File: config.mk
export PLATFORM = sky130hd
export DESIGN_NAME = gb_host_master
export DESIGN_NICKNAME = d
export VERILOG_FILES = /design/src/rtl/gb_host_master.sv
export SDC_FILE = /design/constraint.sdc
export NUM_CORES = 1
export LEC_CHECK = 0
export CAP_MARGIN = 0
export CORE_MARGIN = 2
export CORE_UTILIZATION = 39
export DETAILED_ROUTE_END_ITERATION = 10
export PLACE_DENSITY = 0.76
export SYNTH_ARGS = -nofsm -noshare
export SYNTH_HDL_FRONTEND = slang
export SYNTH_SLANG_ARGS = --single-unit
File: constraint.sdc
create_clock -name clk -period 1.76 [get_ports clk]
set_input_delay 0.176 -clock clk [delete_from_list [all_inputs] [get_ports clk]]
set_output_delay 0.176 -clock clk [all_outputs]
set_load 0.1 [all_outputs]
File: src/rtl/gb_host_master.sv
// gb_host_master: bridges a valid/ready host command port onto the ghostbus,
// one transaction at a time (single outstanding request).
// Latency: write strobe at accept+1 and response at accept+2. Read strobe at
//          accept+1 and response at strobe+RD+1.
// Backpressure: cmd_ready is high only in IDLE. The response is held in RESP
//               until resp_ready is high at a clock edge.
//
// Ports
//   clk, rst_n           single clock (also the ghostbus clock); async active-low reset
//   cmd_valid/cmd_ready  host request handshake; cmd_we/cmd_addr/cmd_wdata are
//                        sampled on accept
//   resp_valid/ready     response handshake; resp_we echoes the command, and
//                        resp_rdata carries read data (0 for writes)
//   gb_addr/gb_wdata     ghostbus address/data, updated only on accept
//   gb_wen/gb_rstb       one-cycle write/read strobes, never asserted together
//   gb_rdata             ghostbus read data, sampled RD cycles after gb_rstb
//   txn_count            completed transactions, wraps modulo 2^16
module gb_host_master #(
  parameter int AW = 24,
  parameter int DW = 32,
  parameter int RD = 8
) (
  input  logic          clk,
  input  logic          rst_n,
  input  logic          cmd_valid,
  output logic          cmd_ready,
  input  logic          cmd_we,
  input  logic [AW-1:0] cmd_addr,
  input  logic [DW-1:0] cmd_wdata,
  output logic          resp_valid,
  input  logic          resp_ready,
  output logic          resp_we,
  output logic [DW-1:0] resp_rdata,
  output logic [AW-1:0] gb_addr,
  output logic [DW-1:0] gb_wdata,
  output logic          gb_wen,
  output logic          gb_rstb,
  input  logic [DW-1:0] gb_rdata,
  output logic [15:0]   txn_count
);

  localparam logic [1:0] S_IDLE   = 2'd0;
  localparam logic [1:0] S_STROBE = 2'd1;
  localparam logic [1:0] S_RDWAIT = 2'd2;
  localparam logic [1:0] S_RESP   = 2'd3;

  // The wait counter starts at RD-1, so RDWAIT lasts exactly RD cycles.
  // That includes RD=1, where the counter is already zero on entry.
  localparam logic [7:0] RD_M1 = 8'(RD - 1);

  logic [1:0]    state_q, state_d;
  logic          rdy_q,   rdy_d;
  logic          we_q,    we_d;
  logic [AW-1:0] addr_q,  addr_d;
  logic [DW-1:0] wdata_q, wdata_d;
  logic          wen_q,   wen_d;
  logic          rstb_q,  rstb_d;
  logic [7:0]    cnt_q,   cnt_d;
  logic          rvld_q,  rvld_d;
  logic          rwe_q,   rwe_d;
  logic [DW-1:0] rdata_q, rdata_d;
  logic [15:0]   txn_q,   txn_d;
  logic          accept;

  // rdy_q is a registered copy of (state == IDLE). It is low throughout
  // reset and rises on the first edge after release.
  assign accept = rdy_q & cmd_valid;

  always_comb begin
    state_d = state_q;
    we_d    = we_q;
    addr_d  = addr_q;
    wdata_d = wdata_q;
    wen_d   = 1'b0;
    rstb_d  = 1'b0;
    cnt_d   = cnt_q;
    rvld_d  = rvld_q;
    rwe_d   = rwe_q;
    rdata_d = rdata_q;
    txn_d   = txn_q;

    case (state_q)
      S_IDLE: begin
        if (accept) begin
          state_d = S_STROBE;
          we_d    = cmd_we;
          addr_d  = cmd_addr;
          wdata_d = cmd_wdata;
          // Strobes are registered, so they are set up on the accept edge
          // and are visible only during the STROBE cycle.
          wen_d   = cmd_we;
          rstb_d  = ~cmd_we;
        end
      end

      S_STROBE: begin
        if (we_q) begin
          state_d = S_RESP;
          rvld_d  = 1'b1;
          rwe_d   = 1'b1;
          rdata_d = '0;
        end else begin
          state_d = S_RDWAIT;
          cnt_d   = RD_M1;
        end
      end

      S_RDWAIT: begin
        if (cnt_q == 8'd0) begin
          // This is cycle strobe+RD, so gb_rdata is valid now.
          state_d = S_RESP;
          rvld_d  = 1'b1;
          rwe_d   = 1'b0;
          rdata_d = gb_rdata;
        end else begin
          cnt_d = cnt_q - 8'd1;
        end
      end

      S_RESP: begin
        if (resp_ready) begin
          state_d = S_IDLE;
          rvld_d  = 1'b0;
          txn_d   = txn_q + 16'd1;
        end
      end

      default: state_d = S_IDLE;
    endcase

    rdy_d = (state_d == S_IDLE);
  end

  always_ff @(posedge clk or negedge rst_n) begin
    if (!rst_n) begin
      state_q <= S_IDLE;
      rdy_q   <= 1'b0;
      we_q    <= 1'b0;
      addr_q  <= '0;
      wdata_q <= '0;
      wen_q   <= 1'b0;
      rstb_q  <= 1'b0;
      cnt_q   <= 8'd0;
      rvld_q  <= 1'b0;
      rwe_q   <= 1'b0;
      rdata_q <= '0;
      txn_q   <= 16'd0;
    end else begin
      state_q <= state_d;
      rdy_q   <= rdy_d;
      we_q    <= we_d;
      addr_q  <= addr_d;
      wdata_q <= wdata_d;
      wen_q   <= wen_d;
      rstb_q  <= rstb_d;
      cnt_q   <= cnt_d;
      rvld_q  <= rvld_d;
      rwe_q   <= rwe_d;
      rdata_q <= rdata_d;
      txn_q   <= txn_d;
    end
  end

  assign cmd_ready  = rdy_q;
  assign resp_valid = rvld_q;
  assign resp_we    = rwe_q;
  assign resp_rdata = rdata_q;
  assign gb_addr    = addr_q;
  assign gb_wdata   = wdata_q;
  assign gb_wen     = wen_q;
  assign gb_rstb    = rstb_q;
  assign txn_count  = txn_q;

endmodule

* Word level (Yosys, flattened, before mapping)
Cells that the tools add are included.
Cells by class: equal/unequal tests 8, add/subtract/negate cells 2, mux-type cells 21, bitwise operators 2, reduce and logical (&&, ||, !) cells 10
Operator list (number):
- 32-bit two-way mux | 2
- 32-bit case mux with 2 select lines | 1
- 16-bit by 1-bit adder with 16-bit output, second input constant | 1
- 8-bit two-way mux | 2
- 8-bit case mux with 2 select lines | 1
- 2-bit != test, second input constant | 5
- 1-bit two-way mux | 9
- 8-bit logical NOT | 1
- 2-bit case mux with 4 select lines | 1
- 8-bit by 1-bit subtractor with 8-bit output, second input constant | 1
- 2-bit two-way mux | 3
- 3-bit AND reduction | 2
- 2-bit == test, second input constant | 2
- 2-bit logical NOT | 2
- 2-bit AND reduction | 2
- 4-bit AND reduction | 1
- 1-bit case mux with 3 select lines | 1
- 3-bit nonzero test | 1
- 2-bit by 1-bit == test with 1-bit output, second input constant | 1
- 1-bit case mux with 2 select lines | 1
- 2-bit nonzero test | 1
- 1-bit bitwise AND | 1
- 1-bit NOT | 1
Storage, ports and cells: output and inout port bits 109, logic and storage cells 55, flip-flop bits (word level) 120

* Logic depth before layout (Yosys ltp)
depth after elaboration 4, mapped depth 7, depth with buffers taken out 6

* Worst setup path before layout
No wires, ideal clock.
path kind register -> register, start register rdy_q, in the netlist cmd_ready, end register addr_q[10], in the netlist gb_addr[10], path slack -0.312 ns, buffers on the path 2, library setup time 0.126 ns, arrival 1.946 ns, stages on the path, launching flop included 6, cells stage by stage dfrtp_1 and2_1 nand2_1 buf_2 buf_2 mux2_2
On the way: word-level cells in the longest chain between the ends 2
Ends and longest elaborated chain:
- from (decl) | line 52 | logic rdy_q, rdy_d;
- from (signal assigned) | line 150 | rdy_q <= rdy_d;
- 1-bit bitwise AND | line 67 | assign accept = rdy_q & cmd_valid;
- 2-bit AND reduction (no source line)
- to (signal assigned) | line 152 | addr_q <= addr_d;
- to (decl) | line 54 | logic [AW-1:0] addr_q, addr_d;
No other way between the ends. A chain may end at the register's enable or synchronous reset.

* Final worst setup path
start register state_q[0], end register cnt_q[2]
On the way: word-level cells in the longest chain between the ends 3, elaborated cells between the ends (all ways) 7
Ends and longest elaborated chain:
- from (decl) | line 51 | logic [1:0] state_q, state_d;
- from (signal assigned) | line 149 | state_q <= state_d;
- 2-bit == test or 2-bit by 1-bit == test with 1-bit output (tied branches) | line 82 | case (state_q)
- 2-bit != test (no source line) or 2-bit nonzero test (tied branches)
- 3-bit AND reduction (no source line)
- to (signal assigned) | line 156 | cnt_q <= cnt_d;
- to (decl) | line 58 | logic [7:0] cnt_q, cnt_d;
Parallel ways exist; a longest one is shown, timed or not.

==> results.py <==
metrics = {
    "detailed_routing": {
        "wl_per_cell_um": 15.7,
        "ant_nets": 0,
        "drt_first_iter_violations": 201,
        "via_per_inst": 4.95,
        "via_count": 4081,
        "wl_um": 13000,
        "firstDrtPassIters": 5,
        "drc": 0,
    },
    "floorplanning": {
        "fp.dieH_um": 117,
        "die_w_um": 117,
        "rows": 41,
        "core_um2": 12600,
        "initial_utilization": 0.399,
        "die_area_um2": 13800,
        "ios": 202,
    },
    "final_layout": {
        "final_cell_mix": "132 x buf_4, 110 x dfrtp_1, 91 x clkdlybuf4s50_1",
        "area_growth_pct": 55.9,
        "nets": 741,
        "drive_gt1_frac": 0.389,
        "fillCellCount": 992,
        "mostFrequentLayoutCell": "buf_4",
        "n_antenna_cell": 0,
        "fin_util": 0.622,
        "final_cells": 825,
    },
    "clocking": {
        "clkLatencyLatePin_ns": 0.41,
        "root_buffer": "clkbuf_16",
        "cts_tree": "built",
        "clk_path_buf_depth": 2,
        "cts.clk_slew.worst_paths_ns": 0.05,
        "cts_sinks": 120,
        "cts_buffers": 17,
        "cts.htree.levels": 4,
    },
    "placement": {
        "dp_cells": 787,
        "gp_congestion": 0.819,
        "hpwl_um": 9070,
        "io_buffers": 201,
    },
    "global_routing": {
        "grt_start_max_net_pins": 53,
        "grt_overflow_total": 0,
        "track_usage": 0.188,
        "grt_pass1_vias": 4146,
        "grt_first_pass_wirelength_um": 20500,
        "antenna_found_initial": 0,
    },
    "timing": {
        "fin_crit_ns": 1.81,
        "final_max_slew_viol_count": 0,
        "skew_ns": 0.00977,
        "fin_crit_sh": 1.03,
        "setup_viol": 3,
        "grt_setup_unrepaired": "yes",
        "max_slew_margin": 0.779,
        "worstMarginPinSlew_ns": 0.327,
        "setup_slack_ns": -0.0467,
        "fmax_mhz": 553,
        "finalHoldViolCount": 0,
    },
    "setup_path": {
        "crit_slowest_cell": "or4bb_4",
        "cp-start-kind": "register",
        "worstSetupPathType": "reg2reg",
        "critical-path-max-stage-delay_ns": 0.55,
        "path_cells": "inv_2 -> ha_4 -> or4bb_4 -> o2111ai_4 -> xor2_1 -> nand2_1",
        "required_ns": 2.05,
        "path_max_fanout": 6,
        "cp.arrival_ns": 2.09,
        "critPathCaptureType": "register",
    },
    "yosys": {
        "ys_seq_area_frac": 0.599,
        "synth_cells": 411,
        "syn_nets": 511,
        "synth_edf_count": 0,
        "synth_area_per_cell_um2": 12.2,
        "synthFlopType": "dfrtp_1",
        "async_flop_share": 1.00,
        "syn-cell-area_um2": 5010,
        "ys_types": 45,
        "synth_warnings": 0,
        "yosys_register_bits": 120,
    },
    "job": {
        "cap_violations": 0,
    },
    "worst_hold_path": {
        "hold_class": "in2async",
    },
    "outcome": {
        "violations": "negative setup slack",
        "outcome": "finished, violations left",
    },
}
[cell families (layout without fill, tap and decap cells)]
kind of cell               count (synthesis)  count (layout)  synth area share
and+or+nand+nor                           91              93            0.0958
xor gates and xnor gates                  16              16            0.0279
adders and majority gates                  7               7            0.0175
muxes                                     58              58             0.130
buffers and inverters                     28             268            0.0264
AOI/OAI and AO/OA                         91              91             0.104
DFF                                      120             120             0.599
[per-stage QoR]
stage	instance area, um2	worst slack [ns]	hold WS [ns]	TNS (ns)
after floorplan	5050	0.0207	-0.120	0
after global placement	7120	0.0159	0.102	0
after detailed placement	7120	-0.0669	0.101	-0.163
after CTS	7710	-0.0341	0.199	-0.0596
after global routing	7820	-0.140	0.242	-0.460
final	7820	-0.0467	0.217	-0.0915
[final cells by class]
cell class	count	area (um2)	area share
sequential	120	3020	0.386
timing repair buffer	230	2010	0.258
multi-input combinational	265	1990	0.254
clock buffer	23	458	0.0586
tap	172	215	0.0275
clock inverter	8	100	0.0128
inverter	7	26.3	0.00336
[worst paths after layout]
| path | from | to | slack, ns | cells past startpoint |
|---|---|---|---|---|
| setup reg to reg | state_q[0] | cnt_q[2] | -0.05 | 6 |
| hold / removal | rst_n | gb_addr[18] | 0.22 | 2 |
| setup / recovery | state_q[0] | cnt_q[2] | -0.05 | 6 |
| hold reg to reg | txn_count[15] | txn_count[15] | 0.47 | 1 |
| max in group asynchronous | rst_n | resp_rdata[2] | 0.96 | 3 |
| min in group clk | gb_rdata[0] | resp_rdata[0] | 0.31 | 3 |
[Yosys cell counts (all sizes together) (6+ instances only)]
master,n,area (um2)
ha,7,87.6
buf,7,53.8
mux2,57,642
clkbuf,14,52.6
nor2,7,26.3
and3,8,50.1
inv,7,26.3
a21oi,8,40.0
o21ai,69,345
nand2,43,161
nand4,6,37.5
xor2,7,61.3
dfrtp,120,3000
xnor2,9,78.8
[what timing repair did]
action / CTS / global route
gates cloned: 0 / 2
setup endpoints to repair: 10 / 44
resized for setup: 3 / 18
setup buffers: 1 / 3
hold buffers: 1 / 0
pin swaps: 1 / 8
hold endpoints to repair: 22 / 0
[registers in the layout (all words and copies together) (netlist names), 2 cells and up]
name        flops
resp_rdata     32
txn_count      16
cnt_q           8
gb_addr        24
state_q         2
gb_wdata       32
[worst max-delay path, delay by kind of cell (launching register included)]
kind / cells / cell delay, ns
AND/OR/NAND/NOR: 2 / 0.62
AO/OA/AOI/OAI: 1 / 0.26
buffers and inverters: 1 / 0.08
adder cells (fa/ha/maj): 1 / 0.16
flip-flops: 1 / 0.38
XOR/XNOR: 1 / 0.19
[metal layers]
layer	GRT usage	wire (um)	vias up
met4	0.0896	237	0
met5	0	0	-
li1	-	-	1923
met2	0.313	6600	166
met3	0.0652	948	20
met1	0.219	5180	1972
Power is not shown: default switching activity piles up to over one toggle a cycle in this logic, so the estimate is an artifact.
==> variant 1: new RTL, same flow settings <==
Take the reset off `wdata_q` and load it in a clocked block of its own.
--- a/src/rtl/gb_host_master.sv
+++ b/src/rtl/gb_host_master.sv
@@ -138,5 +138,4 @@
       we_q    <= 1'b0;
       addr_q  <= '0;
-      wdata_q <= '0;
       wen_q   <= 1'b0;
       rstb_q  <= 1'b0;
@@ -151,5 +150,4 @@
       we_q    <= we_d;
       addr_q  <= addr_d;
-      wdata_q <= wdata_d;
       wen_q   <= wen_d;
       rstb_q  <= rstb_d;
@@ -160,4 +158,8 @@
       txn_q   <= txn_d;
     end
+  end
+
+  always_ff @(posedge clk) begin
+    wdata_q <= wdata_d;
   end
 
Function: differs if rst_n is asserted again (counterexample within 4 cycles, from zero or initial values and one cycle with rst_n low); with rst_n held inactive, the same outputs for 10 cycles.
==> variant 1 against the unedited design <==
- the flow still finishes with violations (setup timing)
- fmax decreased by 0.89%
- via count grew 5.8%
- final cell count up 2.7%
- synthesized area decreased by 0.87%
- routed wire length rose by 12%
- sequential cell count unchanged
- cell area increased by 4.1%
- non-clock buffer count up 13
- setup slack got worse by 0.016 ns
- worst hold slack improved by 0.0075 ns
==> variant 1: results (changes against the unedited design) <==
Seq/Total Area, Yosys - 63.63% (+3.7 points)
Layout cell share with drive strength beyond 1 - 37.93% (-0.97 points)
Vias per Instance - 5.099 (+3.1%)
Met2 wire len - 7.273 mm (+10%)
Post-Synthesis Cells - 421 (+2.4%)
Grt met1 use - 24.01% (+2.2 points)
Final setup skew - 0.01298 ns (+0.003217 ns)
Netlist cell types - 44 (-2.2%)
M1 WL - 5.561 mm (+7.5%)
Post-DP Area - 7282 µm² (+2.3%)
Final Net Count - 762 (+2.8%)
RePlAce Congestion - 0.8714 (+6.4%)
Met3 Use GR - 6.797% (+0.28 points)
Layout clock area frac - 8.100% (+0.96 points)
Global routing usage on met2 - 35.49% (+4.2 points)
FFs & Latches - 120 (unchanged)
Final non-clock buffer share - 27.24% (+1.5 points)
CP max stage delay - 0.57 ns (+0.02 ns)
GRT Util Overall - 20.89% (+2.0 points)
Setup slack after layout - -0.06302 ns (-0.01627 ns)
Multi-input combinational area share - 22.33% (-3.1 points)
Placement Setup Slack - -0.1209 ns (-0.05400 ns)
Status - finished with violations
TritonRoute pass-1 iters - 4 (-1)
Final setup viols - 5 (+2)
Fraction of registers with async set/reset - 73.33% (-27 points)
Final HPWL DP - 10.18 mm (+12%)
Net Count, Synth - 521 (+2.0%)
Post-synth top cells - nand3_1 (104), dfrtp_1 (88), nand2_1 (47)
FF+latch area - 3199 µm² (+6.0%)
Arrival @ worst endpoint - 2.11 ns (+0.02 ns)
Initial detailed-routing violation count - 270 (+34%)
Vias in the first global route - 4308 (+3.9%)
Non-clk bufs - 243 (+5.7%)
Setup total negative slack - -0.1865 ns (-0.09502 ns)
Slew HR - 75.01% (-2.9 points)
Failing checks - setup timing
First-pass GRT wire length - 21.60 mm (+5.2%)
Hold Worst Slack - 0.2244 ns (+0.007542 ns)
Final cell count without fillers - 847 (+2.7%)
==> variant 1: cell types whose count changed after synthesis, moves of 4 or more <==
cell	change
nand4_1	-4
mux2_2	-31
dfrtp_1	-32
o21ai_0	-33
nor2_1	+8
nand3_1	+101
and3_1	-5
edfxtp_1	+32
nand2_1	+4
o21ai_1	-29
==> variant 1: repair_timing <==
action | 4_1_cts | 5_1_grt
gates cloned | 0 | 1
buffers inserted | 0 | 4
hold buffers | 1 | 0
pin swaps | 4 | 9
hold endpoints to repair | 25 | 0
gates resized for setup | 6 | 28
setup endpoints to repair | 29 | 87
==> variant 1: cells by family after synthesis <==
family,synth area share [%]
AO/OA/AOI/OAI,3.524
XOR/XNOR,2.819
adder cells (fa/ha/maj),1.762
buffers and inverters,2.341
flip-flops,63.63
multiplexers,6.292
AND/OR/NAND/NOR,19.63
==> variant 2: new RTL, config.mk and constraints unchanged <==
Made on the original files. Change the parameter `AW` from 24 to 48.
--- a/src/rtl/gb_host_master.sv
+++ b/src/rtl/gb_host_master.sv
@@ -17,5 +17,5 @@
 //   txn_count            completed transactions, wraps modulo 2^16
 module gb_host_master #(
-  parameter int AW = 24,
+  parameter int AW = 48,
   parameter int DW = 32,
   parameter int RD = 8
Interface: changed (resized cmd_addr and gb_addr); port bits go from 202 to 250. The function was not compared with the original's and may differ.
==> variant 2 against the unedited design <==
- cell area rose by 17%
- sequential cell count rose by 24
- final cell count is 14% higher
- worst hold slack gained 0.013 ns
- routed wire length up 17%
- synthesized area increased by 18%
- setup slack better by 0.085 ns
- via count is 14% higher
- critical endpoint is now cnt_q[3]
- largest cell class unchanged
- highest routed layer unchanged
Power is not shown: default switching activity piles up to over one toggle a cycle in this logic, so the estimate is an artifact.
==> variant 2: results (changes against the unedited design) <==
Status - complete, no violations
Reg2reg path depth - 5 (-1)
Global routing usage on met2 - 31.31% (about the same)
GRT Util Overall - 18.87% (+0.031 points)
Final HPWL DP - 11.02 mm (+22%)
Seq/Total Area, Yosys - 61.03% (+1.1 points)
Post-synth top cells - dfrtp_1 (144), mux2_2 (81), nand2_1 (43)
RR Startpoint - state_q[1]
CP max stage delay - 0.44 ns (-0.11 ns)
Largest net degree at the start of global routing - 48 (-9.4%)
Critical-path top delay cell - dfrtp_2
Initial detailed-routing violation count - 214 (+6.5%)
Adder-cell share of the synthesized area - 1.483% (-0.26 points)
Grt met1 use - 23.95% (+2.1 points)
Via count - 4633 (+14%)
Post-CTS resize count - 4 (+1)
# port buffers - 249 (+24%)
Met2 wire len - 7.528 mm (+14%)
Mux share of post-synthesis cell area - 15.45% (+2.4 points)
Crit Path Max Fanout - 5 (-1)
Critical path endpoint - cnt_q[3]
Net Count, Synth - 592 (+16%)
Wire per inst - 16.16 µm (+2.8%)
TritonRoute pass-1 iters - 4 (-1)
Layout cell share with drive strength beyond 1 - 41.06% (+2.2 points)
RePlAce Congestion - 0.8978 (+9.6%)
Fin crit share - 97.85% (-4.8 points)
Arrival @ worst endpoint - 2.05 ns (-0.04 ns)
Final cell count without fillers - 939 (+14%)
Placement Setup Slack - -0.1007 ns (-0.03379 ns)
Post-synthesis compound-gate area fraction - 8.137% (-2.2 points)
Inst Count DP - 902 (+15%)
First-pass GRT wire length - 24.26 mm (+18%)
FF-to-FF setup slack - 0.04 ns (+0.08 ns)
Synth Area per Inst - 12.62 µm² (+3.4%)
Slew @ Worst Pin - 0.4291 ns (+0.1019 ns)
Final setup skew - 0.006776 ns (-0.002991 ns)
M1 WL - 6.280 mm (+21%)
Hold Worst Slack - 0.2296 ns (+0.01272 ns)
[variant 2: layout make-up]
| type | count | area, µm² |
|---|---|---|
| multi-input cells | 294 | 2248 |
| fillers | 1149 | 5470 |
| repair buffers | 278 | 2464 |
| flip-flops and latches | 144 | 3620 |
| inverters | 7 | 26.28 |
| clock inverters | 10 | 111.4 |
| well taps | 184 | 230.2 |
| clock buffers | 22 | 474.2 |
[variant 2: worst register-to-register path: stages (launching register included)]
cell and delay, ns:
dfrtp_2 0.44, ha_4 0.19, and4bb_2 0.28, nand2_2 0.12, or4b_1 0.44, a21oi_1 0.18
[variant 2: cells by family (layout without fill, tap and decap cells)]
group,Yosys count,after routing
and+or+nand+nor,102,103
DFF,144,144
AOI/OAI and AO/OA,88,88
adders and majority gates,7,7
buffers and inverters,31,317
muxes,81,81
xor gates and xnor gates,15,15
